### src/rtl/pc_unit_pkg.sv
// Shared opcode constants and decode record for the program-counter unit.
package pc_unit_pkg;

  localparam int PC_W = 16;
  localparam int OP_W = 3;

  // Opcodes; bit 0 of the [0:2] opcode is the MSB.
  localparam logic [0:OP_W-1] OP_HOLD = 3'b000;
  localparam logic [0:OP_W-1] OP_INC  = 3'b001;
  localparam logic [0:OP_W-1] OP_DEC  = 3'b010;
  localparam logic [0:OP_W-1] OP_JMP  = 3'b011;
  localparam logic [0:OP_W-1] OP_CALL = 3'b100;
  localparam logic [0:OP_W-1] OP_RET  = 3'b101;

  // Per-cycle decode result that drives the state updates.
  typedef struct packed {
    logic push;
    logic pop;
    logic err;
  } dec_t;

endpackage

### src/rtl/pc_unit_incrementer.sv
// 16-bit +1/-1 step unit; wraps modulo 2^16 in both directions.
module incrementer
  import pc_unit_pkg::*;
(
  input  logic [0:PC_W-1] i_a,
  input  logic            i_dir,
  output logic [0:PC_W-1] o_y
);

  // i_dir=1 steps up, i_dir=0 steps down
  always_comb begin
    o_y = i_dir ? (i_a + 16'd1) : (i_a - 16'd1);
  end

endmodule

### src/rtl/pc_unit.sv
// Program counter with return-address stack, sticky error flag and
// single-cycle registered update.
module pc_unit
  import pc_unit_pkg::*;
#(
  parameter logic [0:PC_W-1] RESET_PC = 16'h0000,
  parameter int              DEPTH    = 4
) (
  input  logic            i_clk,
  input  logic            i_rst,
  input  logic            i_en,
  input  logic [0:OP_W-1] i_op,
  input  logic [0:PC_W-1] i_target,
  output logic [0:PC_W-1] o_pc,
  output logic            o_full,
  output logic            o_empty,
  output logic            o_err
);

  // Pointer index width; the count carries one extra bit so DEPTH fits.
  localparam int PW = (DEPTH > 1) ? $clog2(DEPTH) : 1;
  localparam int CW = PW + 1;

  logic [0:PC_W-1] r_pc;
  logic [CW-1:0]   r_cnt;
  logic            r_err;
  logic [0:PC_W-1] r_stk [DEPTH];

  logic            w_dir;
  logic [0:PC_W-1] w_step;
  logic [0:PC_W-1] w_top;
  logic [PW-1:0]   w_top_idx;
  logic [0:PC_W-1] w_pc_nxt;
  logic            w_full;
  logic            w_empty;
  dec_t            w_dec;

  assign w_full  = (r_cnt == CW'(DEPTH));
  assign w_empty = (r_cnt == '0);

  // Step down only for DEC; CALL thereby gets pc+1 as its return address.
  assign w_dir = (i_op != OP_DEC);

  incrementer u_inc (
    .i_a   (r_pc),
    .i_dir (w_dir),
    .o_y   (w_step)
  );

  // Top-of-stack is entry cnt-1; low-bit arithmetic handles cnt==DEPTH.
  assign w_top_idx = r_cnt[PW-1:0] - PW'(1);
  assign w_top     = r_stk[w_top_idx];

  // Opcode decode: next pc plus push/pop/error strobes; i_en gates everything.
  always_comb begin
    w_pc_nxt = r_pc;
    w_dec    = '0;
    if (i_en) begin
      case (i_op)
        OP_HOLD: ;
        OP_INC,
        OP_DEC:  w_pc_nxt = w_step;
        OP_JMP:  w_pc_nxt = i_target;
        OP_CALL: begin
          if (w_full) begin
            w_dec.err = 1'b1;
          end else begin
            w_dec.push = 1'b1;
            w_pc_nxt   = i_target;
          end
        end
        OP_RET: begin
          if (w_empty) begin
            w_dec.err = 1'b1;
          end else begin
            w_dec.pop = 1'b1;
            w_pc_nxt  = w_top;
          end
        end
        default: w_dec.err = 1'b1;
      endcase
    end
  end

  // Stack storage; not cleared on reset, entries above occupancy are don't-care.
  always_ff @(posedge i_clk) begin
    if (!i_rst && w_dec.push) begin
      r_stk[r_cnt[PW-1:0]] <= w_step;
    end
  end

  // PC, occupancy and sticky error; reset wins over everything.
  always_ff @(posedge i_clk) begin
    if (i_rst) begin
      r_pc  <= RESET_PC;
      r_cnt <= '0;
      r_err <= 1'b0;
    end else begin
      r_pc <= w_pc_nxt;
      if (w_dec.push) begin
        r_cnt <= r_cnt + CW'(1);
      end else if (w_dec.pop) begin
        r_cnt <= r_cnt - CW'(1);
      end
      if (w_dec.err) begin
        r_err <= 1'b1;
      end
    end
  end

  assign o_pc    = r_pc;
  assign o_full  = w_full;
  assign o_empty = w_empty;
  assign o_err   = r_err;

endmodule

### config.mk
export PLATFORM = sky130hd
export DESIGN_NAME = pc_unit
export DESIGN_NICKNAME = d
export VERILOG_FILES = /design/src/rtl/pc_unit_pkg.sv /design/src/rtl/pc_unit_incrementer.sv /design/src/rtl/pc_unit.sv
export SDC_FILE = /design/constraint.sdc
export NUM_CORES = 1
export LEC_CHECK = 0
export CAP_MARGIN = 20
export CORE_UTILIZATION = 30
export DETAILED_ROUTE_END_ITERATION = 8
export PLACE_DENSITY_LB_ADDON = 0.15
export SYNTH_ARGS = -nofsm -noshare
export SYNTH_HDL_FRONTEND = slang
export SYNTH_SLANG_ARGS = --single-unit
export TNS_END_PERCENT = 20
### constraint.sdc
create_clock -name i_clk -period 4 [get_ports i_clk]
set_input_delay 0.8 -clock i_clk [delete_from_list [all_inputs] [get_ports i_clk]]
set_output_delay 0.8 -clock i_clk [all_outputs]
set_load 0.01 [all_outputs]
==> results.ini <==
[run_status]
outcome = completed

[setup_path]
cp_num_buf_inv = 3
worst-path-stages = 11
critPathTopFamily = simple AND/OR/NAND/NOR gates
critPathLaunch = i_op[0]
rr_worst_depth = 6
slowest_delay_ps = 430
crit_fanout = 12
crit_arrival_ps = 3430
slowest_stage = or4_4
cp-end-kind = register
reg2reg_to = r_stk[2][12]$_DFFE_PP_
worstSetupEndpoint = r_stk[2][13]$_DFFE_PP_
required_ps = 4080
timing.rr.start = o_pc[15]$_SDFFE_PP0P_
path_class = in2reg
timing.reg2reg.setup_slack_ps = 1510
start_kind = input port
crit_chain = clkdlybuf4s50_1, nand2b_1, nor2_1, buf_4, buf_4, ha_1, a21oi_1, nand2b_1, o21ai_0, or4_4, and2_1

[cts]
htree_num_levels = 3
cts_buffers = 9
cts_num_sinks = 84
cts_setup_buffers = 0
clock_latency_ps = 340
cts_tree = done
cts-root-buf = clkbuf_16
ctsResizeCount = 0
cts_hold_buf = 0
clkTransAtPathRegs_ps = 60
clock_path_buffers = 2

[cells_and_area]
insertedDiodeCount = 0
nets = 445
drive_gt1_share_pct = 15.7
seq_area_um2 = 2320
nFillCells = 1387
final_area_um2 = 5370
multi_input_area_um2 = 1970
area_delta_synth_final_pct = 21.5
final_cell_count_no_fill = 588

[global_route]
grt_usage_pct = 18.0
grt_pass1_vias = 3253
grt-ovfl-total = 0
grt_pass1_wl_um = 19300
antenna_found_initial = 0
grt_max_degree = 28

[hold_path]
min_path_cells = 2
holdCritPathClass = reg2reg

[die]
start_util_pct = 31.2
die_h_um = 123
die_w_um = 123
core_area_um2 = 14100
io_pins = 41
die_area_um2 = 15200
row_count = 43

[synthesis]
synth_area_per_cell_um2 = 12.6
syn-num-nets = 393
synthMostInstantiatedCell = edfxtp_1
synth_top_area_share_pct = 43.5
synth_ff_type = edfxtp_1
synth-seq-area-share_pct = 52.5
synth_top_area_cell = edfxtp_1
synth_edf_count = 64
synth_cells = 351
async_flop_share_pct = 0
ys_top_cells_by_count = 64 x edfxtp_1, 26 x nand2_1, 22 x a21oi_1
synth_seq_cells = 84
ys_types = 57
yosysWarnings = 0
syn_area_um2 = 4420
synth.area.top_cells = edfxtp_1 43%, dfxtp_1 9.1%, mux4_2 8.2%, ha_1 5.1%, a22o_1 2.6%

[placed_design]
gp_routability_congestion = 0.898
place_inst = 572
placed_cell_area_um2 = 5090
io_buffers = 40
detailed_place_hpwl_um = 8580
place_ws_ps = 336

[drt]
first_pass_iters = 4
postRouteWirelength_um = 12700
wire_per_inst_um = 21.6
num_vias = 3207
drt-initial-drc-count = 211
antenna_left = 0
via_per_inst = 5.45
drc = 0

[timing]
max_freq_ghz = 0.299
setup_viol = 0
setup_tns_ps = 0
grt_setup_unrepaired = no
max-slew-margin-rel_pct = 47.2
maxSlewViolCount = 0
fin_crit_ps = 3340
worst_pin_slew_ps = 792
fin_hold_ws_ps = 470
setup_ws_ps = 657
skew_ps = 8.02
fin_crit_sh_pct = 83.6
hold_violations = 0

[power]
ir_drop_uv = 182
power.leakage_nw = 2.04
power_per_cell_area_nw_per_um2 = 396

[flow_run]
cap_viol_max_count = 0

## worst min-delay path by stage
stage	endpoint	slack, ps	start
after detailed placement	o_err$_SDFFE_PP0P_	470	o_err$_SDFFE_PP0P_
after floorplan	o_pc[11]$_SDFFE_PP0P_	490	o_pc[11]$_SDFFE_PP0P_
after global placement	o_err$_SDFFE_PP0P_	460	o_err$_SDFFE_PP0P_
after global routing	o_err$_SDFFE_PP0P_	510	o_err$_SDFFE_PP0P_
after CTS	o_err$_SDFFE_PP0P_	480	o_err$_SDFFE_PP0P_
final	o_err$_SDFFE_PP0P_	470	o_err$_SDFFE_PP0P_
## layout make-up
cell class / instances / share of cell area [%]
clock buffer: 9 / 4.19
clock inverter: 7 / 0.932
inverter: 8 / 0.559
multi-input combinational: 240 / 36.6
sequential: 84 / 43.3
tap: 180 / 4.19
timing repair buffer: 60 / 10.3
## cells by family (layout without fill, tap and decap cells)
kind of cell               after synthesis  in the layout  share of synthesized area [%]
AOI/OAI and AO/OA                      105            105                           17.7
DFF                                     84             84                           52.5
muxes                                   18             18                           8.60
xor gates and xnor gates                14             14                           2.77
and+or+nand+nor                         83             83                           9.43
adders and majority gates               20             20                           6.00
buffers and inverters                   27             84                           3.00
## through the flow
stage               utilization [%]  power [W]
global route                   37.9    0.00222
CTS                            37.9    0.00215
finish                         37.9    0.00213
detailed placement             36.0    0.00136
global placement               36.0    0.00136
floorplan                         -    0.00122
## worst reg2reg max path: stages (launching register included)
cell       delay, ps
dfxtp_1          430
fa_1             510
a21o_1           240
a221oi_2         400
o2111ai_1        200
a21o_1           210
and2_1           220
## where the power goes
part / total [W] / internal [W] / leakage (nW) / switching (W)
clock network: 0.000781 / 0.000424 / 0.135 / 0.000358
logic: 0.000345 / 0.000150 / 1.16 / 0.000195
registers: 0.000999 / 0.000978 / 0.747 / 0.0000216
## cell usage in the layout (no fill, tap or decap), types with 8 or more instances in the layout
cell type,Yosys,layout
dfxtp_1,20,20
o21ai_0,11,11
clkbuf_16,0,9
nand3_1,8,8
buf_4,1,20
nand2_1,26,26
a21o_1,10,10
a21oi_1,22,22
ha_1,18,18
clkdlybuf4s50_1,0,40
xor2_1,9,9
a22o_1,13,13
nor2_1,17,17
inv_1,8,8
mux4_2,16,16
edfxtp_1,64,64
a221oi_1,10,10
## state kept, by name (all words and copies together) (netlist names)
register / cells
o_pc: 16
r_stk: 64
r_cnt: 3
o_err: 1
## layer usage
metal  routed length [um]  GRT usage [%]  vias to the layer above
li1                     -              -                     1497
met1                 5750           23.0                     1600
met2                 6070           30.3                      100
met3                  735           4.52                       10
met4                  131           4.82                        0
met5                    0              0                        -
Note: power is estimated with default switching activity, not from simulation.
